===== config.mk =====
export PLATFORM = sky130hd
export DESIGN_NAME = pwm_fade_seq_flat
export DESIGN_NICKNAME = d
export VERILOG_FILES = /design/src/rtl/pwm_fade_seq_pkg.sv /design/src/rtl/pwm_fade_seq_if.sv /design/src/rtl/pwm_fade_seq_tick_gen.sv /design/src/rtl/pwm_fade_seq.sv /design/src/flat_wrapper.sv
export SDC_FILE = /design/constraint.sdc
export NUM_CORES = 1
export LEC_CHECK = 0
export BUFFER_PORTS_ARGS = -buffer_cell sky130_fd_sc_hd__buf_2
export CORE_MARGIN = 2
export CORE_UTILIZATION = 45
export CTS_CLUSTER_DIAMETER = 60
export CTS_CLUSTER_SIZE = 14
export DETAILED_ROUTE_END_ITERATION = 12
export SLEW_MARGIN = 20
export SYNTH_ARGS = -nofsm -noshare
export SYNTH_HDL_FRONTEND = slang
export SYNTH_HIERARCHICAL = 1
export SYNTH_SLANG_ARGS = --single-unit

===== constraint.sdc =====
create_clock -name CLK -period 3.5 [get_ports CLK]
set_input_delay 0.525 -clock CLK [delete_from_list [all_inputs] [get_ports CLK]]
set_output_delay 0.525 -clock CLK [all_outputs]
set_load 0.01 [all_outputs]

===== src/rtl/pwm_fade_seq_pkg.sv =====
// pwm_fade_pkg: shared types, widths and the gamma curve for the PWM fade sequencer.
package pwm_fade_pkg;
  localparam int DUTY_W = 8;
  localparam int PERIOD_LEN = 256;
  typedef enum logic [2:0] {
    IDLE    = 3'd0,
    RAMP_UP = 3'd1,
    HOLD_HI = 3'd2,
    RAMP_DN = 3'd3,
    HOLD_LO = 3'd4
  } state_t;
  function automatic logic [DUTY_W-1:0] gamma(input logic [DUTY_W-1:0] x);
    logic [2*DUTY_W-1:0] sq;
    sq = {{DUTY_W{1'b0}}, x} * {{DUTY_W{1'b0}}, x};
    return (x == '1) ? '1 : sq[2*DUTY_W-1:DUTY_W];
  endfunction
endpackage


===== src/rtl/pwm_fade_seq_if.sv =====
// pwm_fade_seq_if: control and duty signals between a controller (master) and the fade sequencer (slave).
interface pwm_fade_seq_if;
  import pwm_fade_pkg::*;
  logic              EN;
  logic              START;
  logic              STOP;
  logic              LOOP;
  logic [DUTY_W-1:0] STEP;
  logic [DUTY_W-1:0] DUTY;
  logic              BUSY;
  logic              PERIOD_TICK;
  modport master (output EN, START, STOP, LOOP, STEP, input DUTY, BUSY, PERIOD_TICK);
  modport slave  (input EN, START, STOP, LOOP, STEP, output DUTY, BUSY, PERIOD_TICK);
endinterface


===== src/rtl/pwm_fade_seq_tick_gen.sv =====
// fade_tick_gen: PWM period counter and step divider; clr realigns both when a sequence starts.
module fade_tick_gen
  import pwm_fade_pkg::*;
#(
  parameter int DIV = 1
) (
  input  logic CLK,
  input  logic RST,
  input  logic en,
  input  logic clr,
  output logic tick,
  output logic step_ev
);
  logic [7:0] cnt;
  logic [7:0] div;
  assign tick = en && !RST && cnt == 8'(PERIOD_LEN - 1);
  assign step_ev = tick && div == 8'(DIV - 1);
  always_ff @(posedge CLK) begin
    if (RST || clr) begin
      cnt <= '0;
      div <= '0;
    end else if (en) begin
      cnt <= cnt + 1'b1;
      if (tick) div <= step_ev ? '0 : div + 1'b1;
    end
  end
endmodule


===== src/rtl/pwm_fade_seq.sv =====
// pwm_fade_seq: breathing duty sequencer for the 8-bit PWM stage; define FADE_GAMMA_EN for a squared
// brightness curve on DUTY (one extra clock of latency).
module pwm_fade_seq
  import pwm_fade_pkg::*;
#(
  parameter int DIV        = 1,
  parameter int HOLD_TICKS = 4,
  parameter int MAX_DUTY   = 255
) (
  input logic           CLK,
  input logic           RST,
  pwm_fade_seq_if.slave bus
);
  state_t            state;
  logic [DUTY_W-1:0] duty_lin;
  logic [7:0]        hold_cnt;
  logic              stop_flag;
  logic              tick;
  logic              step_ev;
  logic              go;
  logic              hold_done;
  logic [DUTY_W-1:0] step_eff;
  logic [DUTY_W:0]   up_sum;
  assign go = bus.EN && state == IDLE && bus.START && !bus.STOP;
  fade_tick_gen #(.DIV(DIV)) u_tick (
    .CLK    (CLK),
    .RST    (RST),
    .en     (bus.EN),
    .clr    (go),
    .tick   (tick),
    .step_ev(step_ev)
  );
  assign step_eff = bus.STEP == '0 ? 8'd1 : bus.STEP;
  assign up_sum = {1'b0, duty_lin} + {1'b0, step_eff};
  assign hold_done = tick && hold_cnt == 8'(HOLD_TICKS - 1);
  assign bus.BUSY = state != IDLE;
  assign bus.PERIOD_TICK = tick;
  always_ff @(posedge CLK) begin
    if (RST) begin
      state     <= IDLE;
      duty_lin  <= '0;
      hold_cnt  <= '0;
      stop_flag <= 1'b0;
    end else if (bus.EN) begin
      if (state == IDLE) begin
        if (go) begin
          state     <= RAMP_UP;
          stop_flag <= 1'b0;
          hold_cnt  <= '0;
        end
      end else if (bus.STOP && state != RAMP_DN) begin
        state     <= RAMP_DN;
        hold_cnt  <= '0;
        stop_flag <= 1'b1;
      end else begin
        if (bus.STOP) stop_flag <= 1'b1;
        case (state)
          RAMP_UP: if (step_ev) begin
            if (up_sum >= 9'(MAX_DUTY)) begin
              duty_lin <= 8'(MAX_DUTY);
              state    <= HOLD_HI;
              hold_cnt <= '0;
            end else duty_lin <= up_sum[DUTY_W-1:0];
          end
          RAMP_DN: if (step_ev) begin
            if (duty_lin <= step_eff) begin
              duty_lin <= '0;
              hold_cnt <= '0;
              state    <= (bus.LOOP && !stop_flag && !bus.STOP) ? HOLD_LO : IDLE;
            end else duty_lin <= duty_lin - step_eff;
          end
          HOLD_HI, HOLD_LO: if (tick) begin
            hold_cnt <= hold_done ? '0 : hold_cnt + 1'b1;
            if (hold_done) state <= state == HOLD_HI ? RAMP_DN : (bus.LOOP ? RAMP_UP : IDLE);
          end
          default: state <= IDLE;
        endcase
      end
    end
  end
`ifdef FADE_GAMMA_EN
  logic [DUTY_W-1:0] duty_q;
  always_ff @(posedge CLK) begin
    if (RST) duty_q <= '0;
    else if (bus.EN) duty_q <= gamma(duty_lin);
  end
  assign bus.DUTY = duty_q;
`else
  assign bus.DUTY = duty_lin;
`endif
endmodule


===== src/flat_wrapper.sv =====
// flat-port wrapper written by rule: the top's interface ports become plain ports
module pwm_fade_seq_flat import pwm_fade_pkg::*;
#(
  parameter int DIV        = 1,
  parameter int HOLD_TICKS = 4,
  parameter int MAX_DUTY   = 255
)
  (CLK, RST, bus_EN, bus_START, bus_STOP, bus_LOOP, bus_STEP, bus_DUTY, bus_BUSY, bus_PERIOD_TICK);
  pwm_fade_seq_if bus_i ();
  input logic CLK;
  input logic RST;
  input wire logic [$bits(bus_i.EN)-1:0] bus_EN;
  input wire logic [$bits(bus_i.START)-1:0] bus_START;
  input wire logic [$bits(bus_i.STOP)-1:0] bus_STOP;
  input wire logic [$bits(bus_i.LOOP)-1:0] bus_LOOP;
  input wire logic [$bits(bus_i.STEP)-1:0] bus_STEP;
  output wire logic [$bits(bus_i.DUTY)-1:0] bus_DUTY;
  output wire logic [$bits(bus_i.BUSY)-1:0] bus_BUSY;
  output wire logic [$bits(bus_i.PERIOD_TICK)-1:0] bus_PERIOD_TICK;
  assign bus_i.EN = bus_EN;
  assign bus_i.START = bus_START;
  assign bus_i.STOP = bus_STOP;
  assign bus_i.LOOP = bus_LOOP;
  assign bus_i.STEP = bus_STEP;
  assign bus_DUTY = bus_i.DUTY;
  assign bus_BUSY = bus_i.BUSY;
  assign bus_PERIOD_TICK = bus_i.PERIOD_TICK;
  pwm_fade_seq #(.DIV(DIV), .HOLD_TICKS(HOLD_TICKS), .MAX_DUTY(MAX_DUTY)) u_core (.CLK(CLK), .RST(RST), .bus(bus_i));
endmodule

# --- Yosys cells after proc, flatten, opt, wreduce, memory -nomap -nowiden ---
# Index checks and enable logic that the tools add are counted.
word_totals:
  wordCells: 92
  input_bits: 14
  register_bits: 36
op_classes:
  n_mux: 34
  reduce_logical: 27
  n_eq_ne: 16
  bitwise: 2
  add_sub_neg: 5
  magnitude_cmp: 2
op_table:
  columns: ["operator", "n"]
  rows:
  - ["8-bit 2-to-1 mux", 15]
  - ["3-bit 2-to-1 mux", 11]
  - ["8-bit by 1-bit adder with 8-bit output, second input constant", 3]
  - ["8-bit one-hot mux with 3 select lines", 1]
  - ["8-bit zero test", 2]
  - ["4-bit by 1-bit inequality test with 1-bit output, second input constant", 4]
  - ["8-bit one-hot mux with 2 select lines", 1]
  - ["8-bit AND reduction", 2]
  - ["1-bit logical AND", 10]
  - ["8-bit by 8-bit adder with 9-bit output", 1]
  - ["9-bit by 8-bit greater-or-equal comparator with 1-bit output, second input constant", 1]
  - ["3-bit one-hot mux with 3 select lines", 1]
  - ["8-bit by 2-bit equality test with 1-bit output, second input constant", 1]
  - ["8-bit equality test, second input constant", 1]
  - ["8-bit less-or-equal comparator", 1]
  - ["4-bit by 2-bit inequality test with 1-bit output, second input constant", 2]
  - ["8-bit subtractor", 1]
  - ["3-bit by 2-bit equality test with 1-bit output, second input constant", 2]
  - ["2-bit inequality test, second input constant", 3]
  - ["6-bit AND reduction", 1]
  - ["3-bit nonzero test", 2]
  - ["1-bit 2-to-1 mux", 5]
  - ["5-bit nonzero test", 1]
  - ["3-bit by 1-bit equality test with 1-bit output, second input constant", 1]
  - ["10 further kinds", 13]

# --- Logic depth before layout (Yosys ltp) ---
depth:
  word_depth: 9
  mapped_depth: 13

# --- By module ---
# Netlist, hierarchy kept.
by_module_without_submodules:
  columns: ["module", "cells_per_inst", "instances", "area_per_inst_um2", "seq_area_each_um2"]
  rows:
  - ["pwm_fade_seq", 271, 1, 2016.9, 400.4]
  - ["fade_tick_gen", 90, 1, 764.5, 320.3]

# --- Least setup slack after synthesis ---
# Ideal clock, no wire load.
synth_path:
  path_kind: "input port to flip-flop"
  start: "in bus_STEP[4]"
  end: "reg u_core.hold_cnt[1]"
  n_path_buf: 0
  cell_stages: 11
  path_slack_ns: 0.315
  setup_time_ns: 0.072
  t_arrival_ns: 3.113
  cell_sequence: "nor4_1 > a41o_1 > ha_1 > inv_1 > fa_1 > a21o_1 > and4_1 > nor4b_1 > o21ai_0 > nor3b_4 > mux2i_1"
synth_via:
  elab_chain_len: 6
  elab_cells_between_ends: 8
  cone_classes: "add/sub (1); order compare (2); eq/ne (2); mux (1); reduce/logical (2)"
synth_lines:
  columns: ["item", "line_no", "source"]
  rows:
  - ["start: declaration", "flat_wrapper.sv:16", "input wire logic [$bits(bus_i.STEP)-1:0] bus_STEP;"]
  - ["8-bit zero test", "pwm_fade_seq.sv:33", "assign step_eff = bus.STEP == '0 ? 8'd1 : bus.STEP;"]
  - ["8-bit 2-to-1 mux (*)", "pwm_fade_seq.sv:33", null]
  - ["8-bit by 8-bit adder with 9-bit output", "pwm_fade_seq.sv:34", "assign up_sum = {1'b0, duty_lin} + {1'b0, step_eff};"]
  - ["9-bit by 8-bit greater-or-equal comparator with 1-bit output", "pwm_fade_seq.sv:59", "if (up_sum >= 9'(MAX_DUTY)) begin"]
  - ["4-bit by 1-bit inequality test with 1-bit output (no line)", null, null]
  - ["8-bit AND reduction (no line) (*)", null, null]
  - ["end signal: assignment", "pwm_fade_seq.sv:73", "hold_cnt <= hold_done ? '0 : hold_cnt + 1'b1;"]
  - ["end: declaration", "pwm_fade_seq.sv:16", "logic [7:0] hold_cnt;"]
# Mark *: on every way between the ends. The rest lies on a longest branch, timed or not.
# A chain may end at the register's enable or synchronous reset.

# --- Worst setup path in the final report ---
# Ends and elaborated chain as after synthesis.

==> results_dict.tcl <==
set metrics [dict create \
    synth.area.mux_share_pct 1.080 \
    swShare_pct 25.03 \
    grt_pass1_wl_um 11590 \
    synthAdderAreaFrac_pct 10.89 \
    die_y_um 82.62 \
    drive_above_1_share_pct 13.95 \
    reg2reg_from "u_core/u_tick/cnt[0]" \
    overflow 0 \
    area_growth_pct 12.37 \
    drc 0 \
    core-area_um2 5956 \
    synth_flop_cell "dfxtp_1" \
    synth_compound_area_share_pct 24.02 \
    period_needed_ns 3.236 \
    wl_um 6833 \
    relSlewSlack_pct 64.91 \
    netSwitchingPower_mw 0.2239 \
    startpoint_type "input pin" \
    io_pins 24 \
    pwr-share-clk_pct 40.8 \
    final_nets 423 \
    synth-simple-area-share_pct 27.49 \
    startpoint "bus_STEP[4]" \
    rsz0062_at_grt "no" \
    avgSynthCellArea_um2 7.705 \
    whs_ns 0.4795 \
    cts_tree "built" \
    fp-row-count 28 \
    crit_type "input pin to flip-flop" \
    cp.arrival_ns 3.45 \
    r2r_slack_ns 0.66 \
    path_max_fanout 8 \
    synth-async-reset-ratio_pct 0 \
    ys_seq_area_share_pct 25.91 \
    hold_viol_final 0 \
    peakVddDrop_v 0.0002217 \
    ys_seq_elements 36 \
    yosysUniqueCellTypes 58 \
    setup_viol 0 \
    combPwrFrac_pct 12.3 \
    cts_inserted_buffers 5 \
    cts.reportedPaths.clkPinSlew_ns 0.07 \
    reg2reg_depth 10 \
    tns_ns 0 \
    worst_pin_slew_ns 0.5253 \
    track_usage_pct 21.73 \
    synthCells 361 \
    maxCapViolations 0 \
    crit_path_end_kind "flip-flop" \
    hp-class "flip-flop to flip-flop" \
    p_leak_nw 1.172 \
    clk_latency_ns 0.29 \
    cts_buffer_depth 2 \
    max_clock_freq_ghz 0.3091 \
    synth_nets 398 \
    grt_pass1_vias 2428 \
    start_util_pct 46.70 \
    status "completed" \
    htree_levels 2 \
    synth_edf_count 0 \
    p_per_area_nw_per_um2 286.2 \
    gp_congestion 0.8578 \
    maxSlewViolCount 0 \
    antennaDiodeCount 0 \
    r2r_end "u_core/hold_cnt[2]" \
    dieWidth_um 82.62 \
    synth_xor_area_share_pct 4.408 \
    finalClockSkew_ns 0.006590 \
    drt_iter0_drc 219 \
    yosys_warnings 6 \
    fillCellCount 605 \
    dr_total_vias 2642 \
    worstPathRequired_ns 3.71 \
    portBuffers 23 \
    intPower_mw 0.6707 \
    crit_end "u_core/hold_cnt[1]" \
    ant_nets 0 \
    drt_pass1_iterations 5 \
    seqPwrFrac_pct 46.9 \
    antenna_found_initial 0 \
    fin_crit_sh_pct 92.44 \
    grt_max_degree 28 \
    die_area_um2 6826 \
    synth_area_um2 2781 \
    dp_hpwl_um 5143 \
    clock-sinks 36 \
    viasPerCell 5.719 \
    cts-root-buf "clkbuf_8" \
    synth_top_family_by_area "simple AND/OR/NAND/NOR gates" \
    wl_per_cell_um 14.79 \
]
## power groups by stage
stage | Sequential, mW | Combinational (mW) | Clock (mW)
6_report | 0.420 | 0.110 | 0.365
5_1_grt | 0.421 | 0.123 | 0.394
4_1_cts | 0.420 | 0.110 | 0.374
3_5_place_dp | 0.429 | 0.109 | 0
3_3_place_gp | 0.429 | 0.109 | 0
2_1_floorplan | 0.425 | 0.0779 | 0
## cells by family (layout without fill, tap and decap cells)
group / count (synthesis) / after routing
simple gates: 143 / 143
compound gates: 100 / 100
buf+inv: 42 / 68
flops: 36 / 36
fa+ha+maj: 23 / 23
xor+xnor: 14 / 14
mux: 3 / 3
## Yosys cell counts (all sizes together), types with 2 or more instances
| cell type | n | share of area, % |
|---|---|---|
| buf | 5 | 1.2 |
| a21oi | 27 | 4.9 |
| a31oi | 7 | 1.6 |
| o22ai | 8 | 1.8 |
| nand3 | 10 | 2.0 |
| and4 | 2 | 0.63 |
| nor2b | 7 | 1.6 |
| xnor2 | 12 | 3.8 |
| o32a | 2 | 0.72 |
| ha | 21 | 9.4 |
| o21a | 3 | 0.81 |
| nor3 | 14 | 2.5 |
| nand4 | 8 | 1.8 |
| o21ai | 17 | 3.1 |
| a2111o | 2 | 0.81 |
| nor3b | 2 | 0.94 |
| nand2 | 24 | 3.2 |
| nor2 | 36 | 4.9 |
| inv | 24 | 3.2 |
| fa | 2 | 1.4 |
| clkbuf | 13 | 1.8 |
| nor4 | 7 | 1.6 |
| nor4b | 3 | 0.94 |
| and3 | 2 | 0.45 |
| nand3b | 2 | 0.54 |
| dfxtp | 36 | 26 |
| o21bai | 2 | 0.54 |
| xor2 | 2 | 0.63 |
| and2 | 2 | 0.45 |
| a211oi | 6 | 1.6 |
| o211ai | 2 | 0.54 |
| o2bb2ai | 2 | 0.63 |
| or3 | 5 | 1.2 |
| or2 | 4 | 0.90 |
| a21o | 3 | 0.81 |
| a311oi | 9 | 2.8 |
| o31ai | 4 | 1.3 |
| or4 | 2 | 0.54 |
| nand2b | 11 | 2.7 |
| mux2i | 3 | 1.1 |
## how the worst min path moves through the flow
stage               cells past startpoint                   end            startpoint
floorplan                               2  u_core/u_tick/div[7]  u_core/u_tick/div[7]
global placement                        2  u_core/u_tick/div[7]  u_core/u_tick/div[7]
detailed placement                      2  u_core/u_tick/div[7]  u_core/u_tick/div[7]
CTS                                     2  u_core/u_tick/div[7]  u_core/u_tick/div[7]
global route                            2  u_core/u_tick/div[7]  u_core/u_tick/div[7]
finish                                  2  u_core/u_tick/div[7]  u_core/u_tick/div[7]
## placed cells by master, fill, tap and decap left out, types with 7 or more instances in the layout
cell type	n
nand2b_1	10
nand3_1	9
nand2_1	24
nand4_1	8
a311oi_1	9
nor2b_1	7
o21ai_0	17
xnor2_1	12
buf_2	23
nor2_1	36
dfxtp_1	36
a21oi_1	27
a31oi_1	7
o22ai_1	8
ha_1	21
nor3_1	14
inv_1	24
buf_4	13
## layout make-up
type | instances | area [um2] | area share (%)
Multi-Input combinational cell | 283 | 1901 | 60.81
Sequential cell | 36 | 720.7 | 23.06
Timing Repair Buffer | 36 | 212.7 | 6.805
Tap cell | 75 | 93.84 | 3.002
Inverter | 24 | 90.09 | 2.882
Clock buffer | 6 | 72.57 | 2.322
Clock inverter | 2 | 35.03 | 1.121
## metal layers
metal / global-route usage [%] / vias up / share of wire, %
li1: - / 1364 / -
met1: 33.51 / 1219 / 54
met2: 31.94 / 55 / 41
met3: 3.804 / 4 / 4.5
met4: 3.279 / 0 / 0.40
met5: 0 / - / 0
## registers in the layout, summed over array words and instances, names as in the netlist
register and cells:
u_core/state 3, u_core/hold_cnt 8, u_core/stop_flag 1, u_core/u_tick/cnt 8, u_core/bus.DUTY 8, u_core/u_tick/div 8
## worst max-delay path: stages
cell and delay (ns):
buf_2 0.12, nor4_2 0.35, a41o_1 0.25, ha_1 0.20, fa_1 0.25, nand2b_4 0.07, a2111o_1 0.46, a31oi_1 0.19
o22ai_1 0.15, o31ai_2 0.29, nor3b_4 0.22, buf_4 0.18, mux2i_1 0.18
## through the flow
step / cells / utilization [%] / cell area (um2) / power (mW) / setup slack (ns)
floorplan: 361 / - / 2781 / 0.5032 / 0.3150
global placement: 454 / 50.46 / 3005 / 0.5379 / 0.002720
detailed placement: 454 / 50.46 / 3005 / 0.5381 / -0.1164
CTS: 462 / 52.27 / 3113 / 0.9028 / 0.1614
global route: 462 / 52.48 / 3126 / 0.9382 / 0.01652
finish: 462 / 52.48 / 3126 / 0.8946 / 0.2645
## what timing repair did
action                                  4_1_cts  5_1_grt
setup buffers                                 0        0
gates resized for setup                       0        2
hold buffers                                  0        0
endpoints found under the setup margin        0        8
(Power assumes the default switching activity.)
